`src/rtl/fifo_ctrl_if.sv`:
```
// Handshake and RAM-port bundle for fifo_ctrl: producer/consumer requests, RAM strobes and status.
interface fifo_ctrl_if #(
  parameter int ADDR_BITS = 10
) ();
  logic                 en;
  logic                 wr_req;
  logic                 rd_req;
  logic                 mem_wr_en;
  logic [ADDR_BITS-1:0] mem_wr_addr;
  logic                 mem_rd_en;
  logic [ADDR_BITS-1:0] mem_rd_addr;
  logic                 rd_valid;
  logic [ADDR_BITS:0]   usedw;
  logic                 full;
  logic                 empty;
  logic                 perc_full;
  logic                 overflow;
  logic                 underflow;

  modport master (
    output en, wr_req, rd_req,
    input  mem_wr_en, mem_wr_addr, mem_rd_en, mem_rd_addr, rd_valid,
    input  usedw, full, empty, perc_full, overflow, underflow
  );

  modport slave (
    input  en, wr_req, rd_req,
    output mem_wr_en, mem_wr_addr, mem_rd_en, mem_rd_addr, rd_valid,
    output usedw, full, empty, perc_full, overflow, underflow
  );
endinterface

```
`src/rtl/fifo_ctrl.sv`:
```
// Single-clock FIFO sequencer: pointers, occupancy and status flags for an external
// dual-port RAM with a one-cycle registered read.
module fifo_ctrl #(
  parameter int ADDR_BITS    = 10,
  parameter int AFULL_THRESH = 768
) (
  input  logic      clk,
  input  logic      rst,
  fifo_ctrl_if.slave bus
);
  localparam int DEPTH = 2 ** ADDR_BITS;
  localparam logic [ADDR_BITS:0] DEPTH_W  = (ADDR_BITS + 1)'(DEPTH);
  localparam logic [ADDR_BITS:0] THRESH_W = (ADDR_BITS + 1)'(AFULL_THRESH);
  localparam logic [ADDR_BITS:0] ONE_W    = (ADDR_BITS + 1)'(1);

  logic [ADDR_BITS:0] wr_ptr;
  logic [ADDR_BITS:0] rd_ptr;
  logic [ADDR_BITS:0] usedw_q;
  logic [ADDR_BITS:0] usedw_next;
  logic               full_q;
  logic               empty_q;
  logic               perc_q;
  logic               overflow_q;
  logic               underflow_q;
  logic               rd_valid_q;
  logic               wr_acc;
  logic               rd_acc;

  // Accept decisions use the registered flags, so a write at full stays refused even
  // when a read is accepted in the same cycle.
  always_comb begin
    wr_acc     = bus.en & bus.wr_req & ~full_q;
    rd_acc     = bus.en & bus.rd_req & ~empty_q;
    usedw_next = usedw_q;
    if (wr_acc && !rd_acc) begin
      usedw_next = usedw_q + ONE_W;
    end else if (rd_acc && !wr_acc) begin
      usedw_next = usedw_q - ONE_W;
    end
  end

  // Flags are decoded from usedw_next so they line up with the registered usedw.
  always_ff @(posedge clk) begin
    if (rst) begin
      wr_ptr      <= '0;
      rd_ptr      <= '0;
      usedw_q     <= '0;
      full_q      <= 1'b0;
      empty_q     <= 1'b1;
      perc_q      <= (AFULL_THRESH == 0);
      overflow_q  <= 1'b0;
      underflow_q <= 1'b0;
      rd_valid_q  <= 1'b0;
    end else begin
      if (wr_acc) begin
        wr_ptr <= wr_ptr + ONE_W;
      end
      if (rd_acc) begin
        rd_ptr <= rd_ptr + ONE_W;
      end
      usedw_q    <= usedw_next;
      full_q     <= (usedw_next == DEPTH_W);
      empty_q    <= (usedw_next == '0);
      perc_q     <= (usedw_next >= THRESH_W);
      rd_valid_q <= rd_acc;
      if (bus.en && bus.wr_req && full_q) begin
        overflow_q <= 1'b1;
      end
      if (bus.en && bus.rd_req && empty_q) begin
        underflow_q <= 1'b1;
      end
    end
  end

  assign bus.mem_wr_en   = wr_acc;
  assign bus.mem_rd_en   = rd_acc;
  assign bus.mem_wr_addr = wr_ptr[ADDR_BITS-1:0];
  assign bus.mem_rd_addr = rd_ptr[ADDR_BITS-1:0];
  assign bus.rd_valid    = rd_valid_q;
  assign bus.usedw       = usedw_q;
  assign bus.full        = full_q;
  assign bus.empty       = empty_q;
  assign bus.perc_full   = perc_q;
  assign bus.overflow    = overflow_q;
  assign bus.underflow   = underflow_q;
endmodule
```
`src/flat_wrapper.sv`:
```
// flat-port wrapper written by rule: the top's interface ports become plain ports
module fifo_ctrl_flat 
#(
  parameter int ADDR_BITS    = 10,
  parameter int AFULL_THRESH = 768
)
  (clk, rst, bus_en, bus_wr_req, bus_rd_req, bus_mem_wr_en, bus_mem_wr_addr, bus_mem_rd_en, bus_mem_rd_addr, bus_rd_valid, bus_usedw, bus_full, bus_empty, bus_perc_full, bus_overflow, bus_underflow);
  fifo_ctrl_if #(.ADDR_BITS(ADDR_BITS)) bus_i ();
  input  logic clk;
  input  logic rst;
  input wire logic [$bits(bus_i.en)-1:0] bus_en;
  input wire logic [$bits(bus_i.wr_req)-1:0] bus_wr_req;
  input wire logic [$bits(bus_i.rd_req)-1:0] bus_rd_req;
  output wire logic [$bits(bus_i.mem_wr_en)-1:0] bus_mem_wr_en;
  output wire logic [$bits(bus_i.mem_wr_addr)-1:0] bus_mem_wr_addr;
  output wire logic [$bits(bus_i.mem_rd_en)-1:0] bus_mem_rd_en;
  output wire logic [$bits(bus_i.mem_rd_addr)-1:0] bus_mem_rd_addr;
  output wire logic [$bits(bus_i.rd_valid)-1:0] bus_rd_valid;
  output wire logic [$bits(bus_i.usedw)-1:0] bus_usedw;
  output wire logic [$bits(bus_i.full)-1:0] bus_full;
  output wire logic [$bits(bus_i.empty)-1:0] bus_empty;
  output wire logic [$bits(bus_i.perc_full)-1:0] bus_perc_full;
  output wire logic [$bits(bus_i.overflow)-1:0] bus_overflow;
  output wire logic [$bits(bus_i.underflow)-1:0] bus_underflow;
  assign bus_i.en = bus_en;
  assign bus_i.wr_req = bus_wr_req;
  assign bus_i.rd_req = bus_rd_req;
  assign bus_mem_wr_en = bus_i.mem_wr_en;
  assign bus_mem_wr_addr = bus_i.mem_wr_addr;
  assign bus_mem_rd_en = bus_i.mem_rd_en;
  assign bus_mem_rd_addr = bus_i.mem_rd_addr;
  assign bus_rd_valid = bus_i.rd_valid;
  assign bus_usedw = bus_i.usedw;
  assign bus_full = bus_i.full;
  assign bus_empty = bus_i.empty;
  assign bus_perc_full = bus_i.perc_full;
  assign bus_overflow = bus_i.overflow;
  assign bus_underflow = bus_i.underflow;
  fifo_ctrl #(.ADDR_BITS(ADDR_BITS), .AFULL_THRESH(AFULL_THRESH)) u_core (.clk(clk), .rst(rst), .bus(bus_i));
endmodule
```
`config.mk`:
```
export PLATFORM = sky130hd
export DESIGN_NAME = fifo_ctrl_flat
export DESIGN_NICKNAME = d
export VERILOG_FILES = /design/src/rtl/fifo_ctrl_if.sv /design/src/rtl/fifo_ctrl.sv /design/src/flat_wrapper.sv
export SDC_FILE = /design/constraint.sdc
export NUM_CORES = 1
export LEC_CHECK = 0
export BUFFER_PORTS_ARGS = -buffer_cell sky130_fd_sc_hd__buf_2
export CORE_ASPECT_RATIO = 1.1
export CORE_MARGIN = 5
export CORE_UTILIZATION = 52
export CTS_CLUSTER_SIZE = 28
export DETAILED_ROUTE_END_ITERATION = 7
export PLACE_DENSITY_LB_ADDON = 0.2
export RECOVER_POWER = 25
export SYNTH_ARGS = -nofsm -noshare
export SYNTH_HDL_FRONTEND = slang
export SYNTH_SLANG_ARGS = --single-unit
```
`constraint.sdc`:
```
create_clock -name clk -period 3.1 [get_ports clk]
set_input_delay 0.155 -clock clk [delete_from_list [all_inputs] [get_ports clk]]
set_output_delay 0.155 -clock clk [all_outputs]
set_load 0.02 [all_outputs]
```
==> impl_metrics.csv, run 1 <==
group,metric,value,unit
critical_path,cp_cell_sequence,"nand3b_1 -> inv_1 -> nand4b_1 -> o32a_1 -> xnor2_1 -> or4_4 -> o41ai_1",
detailed_routing,wl,3640,um
critical_path,slowest_stage,"or4_4",
global_route,grt_first_pass_wirelength,6200,um
yosys,ys_types,38,
timing,rsz0062_at_grt,"false",
detailed_routing,drt_iter0_markers,70,
clocking,root_buffer,"clkbuf_4",
detailed_routing,via_per_inst,5.39,
global_route,grt_use_total,0.169,
clocking,cts_tree,"done",
placed_design,dp_hpwl,2700,um
clocking,ctsHoldBuffers,0,
global_route,antenna_found_initial,0,
yosys,postSynthCellCount,196,
floorplan,core_area,3280,um2
timing,fin_crit_sh,0.799,
power,vdd_drop_max,290,uV
floorplan,die_area,4590,um2
global_route,grt_pass1_vias,1429,
yosys,synth-edff-count,0,
critical_path,worstPathRequired,3.33,ns
global_route,overflow,0,
yosys,synth_area,1730,um2
critical_path,reg2reg_slack,0.62,ns
detailed_routing,avgRoutedWirePerCell,13.1,um
timing,hold_viol_final,0,
clocking,postCtsSetupRepairBufs,0,
cells_and_area,drive_gt1_frac,0.178,
timing,skew,0.00946,ns
timing,period_needed,2.48,ns
cells_and_area,antenna_cells,0,
floorplan,initial_core_util,0.529,
placed_design,routabilityCongestion,0.927,
power,power,1.15,mW
clocking,cts-resized-gates,0,
detailed_routing,num_vias,1499,
critical_path,criticalPathCategory,"reg2reg",
yosys,synth_compound_area_frac,0.0808,
detailed_routing,ant_nets,0,
detailed_routing,drt-pass1-iter-count,4,
yosys,synth_warnings,0,
yosys,syn_area_per_cell,8.85,um2
yosys,ys_seq_area_frac,0.427,
run,drv_cap,0,
clocking,clock_latency,0.33,ns
floorplan,die_height,70.6,um
yosys,synth_nets,205,
yosys,postSynth.asyncResetShare,0,
yosys,synth_top_cell_by_area,"dfxtp_1",
yosys,synthAdderAreaFrac,0.0289,
timing,relSlewSlack,0.638,
yosys,synth_mux_area_frac,0,
critical_path,cp_data_arrival_time,2.70,ns
floorplan,die_x,65.1,um
critical_path,start_kind,"flip-flop",
clocking,cts.sink_count,37,
yosys,synthFlopType,"dfxtp_1",
power,leakage,0.897,nW
floorplan,io_pins,44,
cells_and_area,nNetsFinal,250,
clocking,cts_buffer_depth,2,
timing,tns,0,ns
yosys,synthTopCellsByArea,"dfxtp_1 43%, xnor2_1 6.6%, xor2_1 6.6%, nor2_1 6.5%, and3_1 4.0%",
yosys,synth_top_family_by_area,"simple AND/OR/NAND/NOR gates",
detailed_routing,route.detailed.drc,0,
timing,max_clock_freq,0.404,GHz
critical_path,crit_path_max_fanout,11,
yosys,synthSimpleGateAreaFrac,0.295,
critical_path,critPathCaptureType,"flip-flop",
yosys,synth_xor_area_frac,0.131,
clocking,cts.clk_slew.worst_paths,0.10,ns
critical_path,critPathMaxStageDelay,0.50,ns
cells_and_area,areaGrowthSynthToFinish,14.5,%
timing,slew_violations,0,
yosys,synth_top_area_frac,0.427,
clocking,cts_made_buffers,5,
cells_and_area,nFillCells,315,
yosys,synth_seq_cells,37,
floorplan,rows,22,
hold_path,hp-class,"in2reg",
placed_design,port-buffer-count,43,
global_route,grt_max_degree,31,
status,status,"complete, no violations",
timing,tightest_slew,0.543,ns
power,p_per_area,579,nW/um2
timing,setup_viol,0,
clocking,htreeDepth,2,
-- state kept, by name, summed over array words and instances (netlist names) --
signal                flops
u_core.bus.perc_full      1
u_core.bus.rd_valid       1
u_core.bus.overflow       1
u_core.bus.full           1
u_core.wr_ptr            10
u_core.bus.usedw         11
u_core.rd_ptr            10
u_core.bus.empty          1
u_core.bus.underflow      1
-- power breakdown --
| group | internal, mW | total, mW | switching, mW |
|---|---|---|---|
| clock network | 0.0905 | 0.236 | 0.146 |
| logic | 0.143 | 0.347 | 0.204 |
| registers | 0.515 | 0.566 | 0.0517 |
-- per-stage QoR --
stage	area [um2]	worst slack, ns	util	hold slack (ns)	instances
after detailed placement	1960	0.713	0.599	0.451	270
after global placement	1960	0.786	0.599	0.432	270
after floorplan	1730	0.768	-	0.287	196
after CTS	2010	0.680	0.613	0.0999	278
after global routing	1990	0.475	0.606	0.0849	278
final	1990	0.624	0.606	0.0983	278
-- cells in the mapped netlist (all sizes together), types with 2 or more instances --
| master | count |
|---|---|
| buf | 2 |
| a31oi | 2 |
| a21oi | 6 |
| dfxtp | 37 |
| nand2 | 18 |
| nand3 | 8 |
| clkbuf | 3 |
| nor2 | 30 |
| and3 | 11 |
| nor4b | 3 |
| or3 | 4 |
| nor4 | 2 |
| xor2 | 13 |
| a22oi | 2 |
| and4 | 2 |
| inv | 8 |
| ha | 4 |
| nor3 | 2 |
| or2 | 3 |
| xnor2 | 13 |
| or4 | 2 |
| and2 | 4 |
| o21ai | 3 |
| nand4 | 3 |
| nand3b | 2 |
-- metal layers --
| layer | track usage | up-vias | wire length (um) |
|---|---|---|---|
| met5 | 0 | - | 0 |
| met4 | 0.0806 | 0 | 100 |
| met3 | 0.0508 | 11 | 208 |
| met2 | 0.286 | 49 | 1760 |
| met1 | 0.194 | 676 | 1570 |
| li1 | - | 763 | - |
-- worst paths after layout --
| check | cells after the start | endpoint | start |
|---|---|---|---|
| max | 7 | u_core.bus.empty | u_core.bus.empty |
| min | 3 | u_core.bus.underflow | bus_rd_req |
| max reg2reg | 7 | u_core.bus.empty | u_core.bus.empty |
| min reg2reg | 2 | u_core.bus.overflow | u_core.bus.overflow |
-- logic make-up after synthesis --
logic type / Yosys count
AO/OA/AOI/OAI: 20
XOR/XNOR: 26
adder cells (fa/ha/maj): 4
buffers and inverters: 13
flip-flops: 37
AND/OR/NAND/NOR: 96
-- final cells by class --
class                           instances  area (um2)  share of cell area
Clock buffer                            8        48.8              0.0246
Inverter                                8        30.0              0.0151
Multi-Input combinational cell        146         926               0.466
Sequential cell                        37         741               0.373
Tap cell                               36        45.0              0.0227
Timing Repair Buffer                   43         195              0.0983
-- placed cells by master (no fill, tap or decap), types with 2 or more instances in the layout --
| master | Yosys | layout |
|---|---|---|
| dfxtp_1 | 37 | 37 |
| nor2_1 | 30 | 30 |
| buf_2 | 0 | 27 |
| clkbuf_1 | 3 | 19 |
| nand2_1 | 18 | 18 |
| xor2_1 | 13 | 13 |
| xnor2_1 | 13 | 13 |
| and3_1 | 11 | 11 |
| nand3_1 | 8 | 8 |
| inv_1 | 7 | 7 |
| a21oi_1 | 6 | 6 |
| clkbuf_4 | 0 | 5 |
| and2_1 | 4 | 4 |
| ha_1 | 4 | 4 |
| nand4_1 | 3 | 3 |
| or2_2 | 3 | 3 |
| or3_1 | 3 | 3 |
| nor4b_1 | 3 | 3 |
| o21ai_0 | 3 | 3 |
| a31oi_1 | 2 | 2 |
| or4_4 | 2 | 2 |
| nor3_1 | 2 | 2 |
| a22oi_1 | 2 | 2 |
-- worst max-delay path, delay by kind of cell, from the launching register on --
family,cells,cell delay (ns)
simple gates,3,1.05
flops,1,0.34
buf+inv,1,0.37
compound gates,2,0.46
xor+xnor,1,0.15
Power figures use the tool's default switching activity.
==> run 2: changes to the inputs <==
Settings changed: ABC_AREA from default to 1, CORE_UTILIZATION 52 to 53.
Clock period 3.1 ns to 2.4 ns, I/O delays scaled along.
==> run 2 against run 1 <==
Global-route usage rose by 3.4 points. Die area rose by 8.6%. Non-clock buffer count did not move. Synthesized area rose by 12%. Fmax rose by 35%. Core utilization rose by 3.8 points. Worst setup slack got worse by 0.059 ns. Synthesized cell count rose by 54%. Total power rose by 40%. Final cell count rose by 43%. Combinational power fell by 17%. Clock skew barely moved.
==> impl_metrics.csv, run 2 <==
group,metric,value,unit
global_route,antenna_found_initial,0,
cells_and_area,final_cell_mix,"81 x nand2_1, 44 x inv_1, 42 x nor2_1",
yosys,synth.most_common_cell,"nand2_1",
cells_and_area,largest_reg_flops,11,
yosys,postSynthCellCount,301,
clocking,cts-resized-gates,0,
power,seq_power_share,0.424,
cells_and_area,multi_input_area,1020,um2
critical_path,critPathTopFamily,"simple AND/OR/NAND/NOR gates",
critical_path,cp_cell_sequence,"ha_1 -> nand3_1 -> nor3_1 -> nand3_1 -> nand2_1 -> nand2_1 -> nand2_1 -> nand2_1 -> nor2_1 -> and2_1",
clocking,htreeDepth,2,
critical_path,critPathCaptureType,"flip-flop",
timing,fin_crit_sh,0.764,
critical_path,worstPathRequired,2.64,ns
critical_path,cp.depth,10,
power,sw_frac_of_total,0.284,
timing,max_clock_freq,0.545,GHz
clocking,cts.sink_count,37,
detailed_routing,route.detailed.drc,0,
timing,rsz0062_at_grt,"false",
cells_and_area,layout_commonest_cell,"nand2_1",
critical_path,start_kind,"flip-flop",
yosys,synth_top_area_frac,0.380,
floorplan,io_pins,44,
yosys,synth-edff-count,0,
yosys,synth_warnings,0,
floorplan,die_area,4990,um2
floorplan,die_x,67.8,um
clocking,cts_tree,"done",
placed_design,routabilityCongestion,0.891,
yosys,synth_nets,310,
timing,tightest_slew,0.912,ns
detailed_routing,via_per_inst,5.06,
critical_path,critPathMaxStageDelay,0.47,ns
timing,relSlewSlack,0.392,
power,p_clk_frac,0.397,
power,power.internal,1.15,mW
cells_and_area,drive_gt1_frac,0.121,
hold_path,holdPathStages,4,
critical_path,slowest_stage,"dfxtp_1",
floorplan,core_area,3600,um2
yosys,netlist_top_cells_count,"81 x nand2_1, 44 x inv_1, 42 x nor2_1",
power,leakage,1.11,nW
floorplan,rows,23,
detailed_routing,avgRoutedWirePerCell,11.4,um
run,drv_cap,0,
power,power_frac_comb,0.179,
yosys,syn_area_per_cell,6.47,um2
clocking,ctsHoldBuffers,0,
clocking,clock_latency,0.29,ns
yosys,synth_top_cell_by_area,"dfxtp_1",
cells_and_area,final_util,0.644,
yosys,synth_seq_cells,37,
detailed_routing,wl,4540,um
timing,slew_violations,0,
global_route,overflow,0,
power,net-switching-power,0.457,mW
yosys,synth_area,1950,um2
cells_and_area,areaGrowthSynthToFinish,19.0,%
clocking,root_buffer,"clkbuf_8",
floorplan,die_height,73.6,um
critical_path,path_buf_inv,0,
yosys,synthFlopType,"dfxtp_1",
timing,skew,0.00929,ns
yosys,synthTopCellsByArea,"dfxtp_1 38%, nand2_1 16%, inv_1 8.5%, nor2_1 8.1%, nand3_1 6.9%",
yosys,ys_types,26,
critical_path,criticalPathCategory,"reg2reg",
detailed_routing,drt-pass1-iter-count,4,
cells_and_area,nFillCells,370,
critical_path,reg2reg_slack,0.57,ns
status,status,"complete, no violations",
yosys,ys_seq_area_frac,0.380,
power,vdd_drop_max,548,uV
timing,tns,0,ns
floorplan,initial_core_util,0.541,
timing,hold_viol_final,0,
detailed_routing,ant_nets,0,
global_route,grt_max_degree,20,
clocking,cts_made_buffers,5,
global_route,grt_use_total,0.203,
clocking,postCtsSetupRepairBufs,0,
placed_design,dp_hpwl,3420,um
detailed_routing,num_vias,2012,
power,p_per_area,694,nW/um2
detailed_routing,drt_iter0_markers,162,
cells_and_area,regArea,741,um2
clocking,cts_buffer_depth,2,
critical_path,cpMostUsedCell,"nand2_1",
timing,setup_viol,0,
critical_path,crit_path_max_fanout,7,
timing,period_needed,1.83,ns
critical_path,cp_data_arrival_time,2.07,ns
placed_design,port-buffer-count,43,
critical_path,r2r_cells,10,
global_route,grt_pass1_vias,1811,
cells_and_area,antenna_cells,0,
hold_path,hp-class,"in2reg",
yosys,postSynth.asyncResetShare,0,
cells_and_area,nNetsFinal,356,
global_route,grt_first_pass_wirelength,7850,um
clocking,cts.clk_slew.worst_paths,0.08,ns
## run 2: cell types whose count changed after synthesis, sizes merged, moves of 3 or more
cell | before | now
and3 | 11 | 1
a21oi | 6 | 16
nand3 | 8 | 29
or3 | 4 | 0
nor2 | 30 | 46
nor4b | 3 | 0
nor3b | 0 | 3
xor2 | 13 | 1
o21ai | 3 | 16
and2 | 4 | 1
inv | 8 | 44
nor3 | 2 | 10
xnor2 | 13 | 0
nand2 | 18 | 82
## run 2: worst paths after layout
check,end,startpoint
worst min register to register,u_core.bus.overflow,u_core.bus.overflow
worst min-delay path,u_core.bus.underflow,bus_rd_req
worst max register to register,u_core.bus.full,u_core.bus.usedw[0]
worst max-delay path,u_core.bus.full,u_core.bus.usedw[0]
## run 2: cell families (layout without fill, tap and decap cells)
kind of cell	after synthesis	count (layout)	synth area share
xor gates and xnor gates	1	1	0.00450
adders and majority gates	4	4	0.0257
and+or+nand+nor	175	175	0.399
AOI/OAI and AO/OA	36	36	0.0970
DFF	37	37	0.380
buffers and inverters	48	95	0.0932
## run 2: final cells by class
type	instances	area share
flip-flops and latches	37	0.320
multi-input cells	216	0.440
well taps	50	0.0270
inverters	44	0.0713
repair buffers	43	0.0837
clock inverters	3	0.0281
clock buffers	5	0.0297
## run 2: worst register-to-register path, cell delays in order, from the launching register on
cell and delay [ns]:
dfxtp_1 0.47, ha_1 0.24, nand3_1 0.19, nor3_1 0.25
nand3_1 0.14, nand2_1 0.09, nand2_1 0.05, nand2_1 0.07
nand2_1 0.09, nor2_1 0.10, and2_1 0.11
## run 2: layer usage
metal  share of wire  vias to the layer above  track usage
met1            0.43                      886        0.251
met3           0.068                       10       0.0474
met2            0.48                       64        0.339
met4           0.020                        0       0.0751
met5               0                        -            0
li1                -                     1052            -
## run 2: power groups by stage
stage / clock, mW / sequential [mW] / combinational [mW]
6_report: 0.638 / 0.681 / 0.288
5_1_grt: 0.684 / 0.686 / 0.328
4_1_cts: 0.648 / 0.680 / 0.293
3_5_place_dp: 0 / 0.694 / 0.290
3_3_place_gp: 0 / 0.693 / 0.288
2_1_floorplan: 0 / 0.722 / 0.180
## run 2: per-stage QoR
step | worst slack [ns] | power, mW | hold slack (ns) | cells | area, um2
global placement | 0.574 | 0.981 | 0.444 | 390 | 2210
floorplan | 0.706 | 0.902 | 0.336 | 301 | 1950
finish | 0.566 | 1.61 | 0.268 | 398 | 2320
global route | 0.339 | 1.70 | 0.306 | 398 | 2320
CTS | 0.556 | 1.62 | 0.204 | 398 | 2340
detailed placement | 0.575 | 0.984 | 0.451 | 390 | 2210
==> run 3: changes to the inputs <==
Clock period 2.4 ns to 1.8 ns, I/O delays scaled along.
==> run 3 against run 2 <==
Sequential share of layout area is 1.4 points lower. Worst setup slack worse by 0.48 ns. Sequential cell count unchanged. Critical path type unchanged. Highest routed layer unchanged. Final cell count is 3.0% higher.
==> impl_metrics.csv, run 3 (same netlist as run 2, synthesis figures left out) <==
group,metric,value,unit
status,status,"complete, no violations",
placed_design,dp_hpwl,3590,um
clocking,clock_latency,0.29,ns
floorplan,die_height,73.6,um
cells_and_area,largest_reg_flops,11,
clocking,cts_made_buffers,5,
global_route,antenna_found_initial,0,
placed_design,port-buffer-count,43,
critical_path,r2r_cells,10,
timing,tns,0,ns
detailed_routing,avgRoutedWirePerCell,11.8,um
power,power,1.94,mW
global_route,grt_use_total,0.207,
clocking,cts.clk_slew.worst_paths,0.07,ns
detailed_routing,route.detailed.drc,0,
timing,relSlewSlack,0.788,
timing,slew_violations,0,
cells_and_area,antenna_cells,0,
critical_path,start_kind,"flip-flop",
critical_path,worstPathRequired,2.04,ns
cells_and_area,layout_commonest_cell,"nand2_1",
global_route,overflow,0,
detailed_routing,via_per_inst,5.04,
global_route,grt_max_degree,19,
floorplan,initial_core_util,0.541,
timing,setup_viol,0,
clocking,cts_buffer_depth,2,
placed_design,place_ws,0.0340,ns
global_route,grt_first_pass_wirelength,7780,um
timing,skew,0.00687,ns
timing,tightest_slew,0.318,ns
clocking,cts.sink_count,37,
critical_path,critPathCaptureType,"flip-flop",
placed_design,routabilityCongestion,0.948,
cells_and_area,final_cell_mix,"81 x nand2_1, 42 x inv_1, 37 x nor2_1",
floorplan,rows,23,
run,drv_cap,0,
hold_path,holdPathStages,3,
floorplan,die_area,4990,um2
critical_path,criticalPathCategory,"reg2reg",
detailed_routing,drt_iter0_markers,151,
timing,hold_viol_final,0,
cells_and_area,nNetsFinal,368,
detailed_routing,num_vias,2068,
timing,max_clock_freq,0.585,GHz
cells_and_area,final_cell_area,2440,um2
detailed_routing,drt-pass1-iter-count,4,
power,leakage,1.16,nW
cells_and_area,drive_gt1_frac,0.192,
floorplan,core_area,3600,um2
timing,fin_crit_sh,0.950,
timing,period_needed,1.71,ns
power,p_per_area,795,nW/um2
detailed_routing,wl,4850,um
timing,worst_slack,0.0904,ns
global_route,grt_pass1_vias,1863,
clocking,htreeDepth,2,
placed_design,placed_area,2270,um2
cells_and_area,areaGrowthSynthToFinish,25.2,%
clocking,cts_tree,"done",
power,vdd_drop_max,532,uV
detailed_routing,ant_nets,0,
clocking,root_buffer,"clkbuf_8",
critical_path,cp_data_arrival_time,1.95,ns
hold_path,hp-class,"in2reg",
floorplan,io_pins,44,
critical_path,crit_path_max_fanout,4,
floorplan,die_x,67.8,um
==> run 3: cell count changes in the layout (fill, tap and decap cells not counted), moves of 3 or more <==
cell     change
buf_4        +9
nor2_1       -5
nor2_2       +4
dfxtp_1      -3
dfxtp_2      +3
==> run 3: final timing paths <==
check	startpoint	endpoint	slack (ns)
hold reg to reg	u_core.rd_ptr[2]	u_core.rd_ptr[2]	0.48
setup reg to reg	u_core.bus.usedw[0]	u_core.bus.full	0.09
setup / recovery	u_core.bus.usedw[0]	u_core.bus.full	0.09
hold / removal	rst	u_core.bus.empty	0.17
==> run 3: layout make-up <==
type,instances,area [um2]
Sequential cell,37,744
Inverter,44,170
Tap cell,50,62.6
Clock buffer,6,72.6
Fill cell,343,1160
Timing Repair Buffer,55,305
Clock inverter,2,10.0
Multi-Input combinational cell,216,1070
==> run 3: power breakdown <==
group | internal (mW) | leakage, nW | switching, mW | total [mW]
combinational | 0.171 | 0.817 | 0.301 | 0.472
clock | 0.268 | 0.0450 | 0.296 | 0.564
sequential | 0.859 | 0.301 | 0.0412 | 0.900
total | 1.30 | 1.16 | 0.639 | 1.94
==> run 3: worst max-delay path, stage by stage (launching register included) <==
cell     delay, ns
dfxtp_2       0.34
ha_1          0.19
nand3_1       0.20
nor3_2        0.21
nand3_1       0.12
nand2_1       0.08
nand2_1       0.05
nand2_1       0.08
nand2_1       0.10
nor2_2        0.12
and2_4        0.15
==> run 3: metrics by stage <==
stage | hold WS (ns) | util | cells
6_report | 0.172 | 0.678 | 410
5_1_grt | 0.202 | 0.678 | 410
4_1_cts | 0.177 | 0.654 | 406
3_5_place_dp | 0.453 | 0.631 | 398
3_3_place_gp | 0.444 | 0.631 | 398
2_1_floorplan | 0.306 | - | 301
==> run 3: layer usage <==
layer / vias to the layer above / GRT usage / wire, um
met4: 0 / 0.104 / 121
met3: 11 / 0.0642 / 377
li1: 1071 / - / -
met2: 69 / 0.351 / 2410
met1: 917 / 0.230 / 1940
met5: - / 0 / 0
==> run 3: repair_timing <==
action / CTS / global route
hold buffers: 0 / 0
gates resized for setup: 0 / 21
buffers inserted: 0 / 4
setup endpoints to repair: 0 / 3
endpoints found under the hold margin: 0 / 0
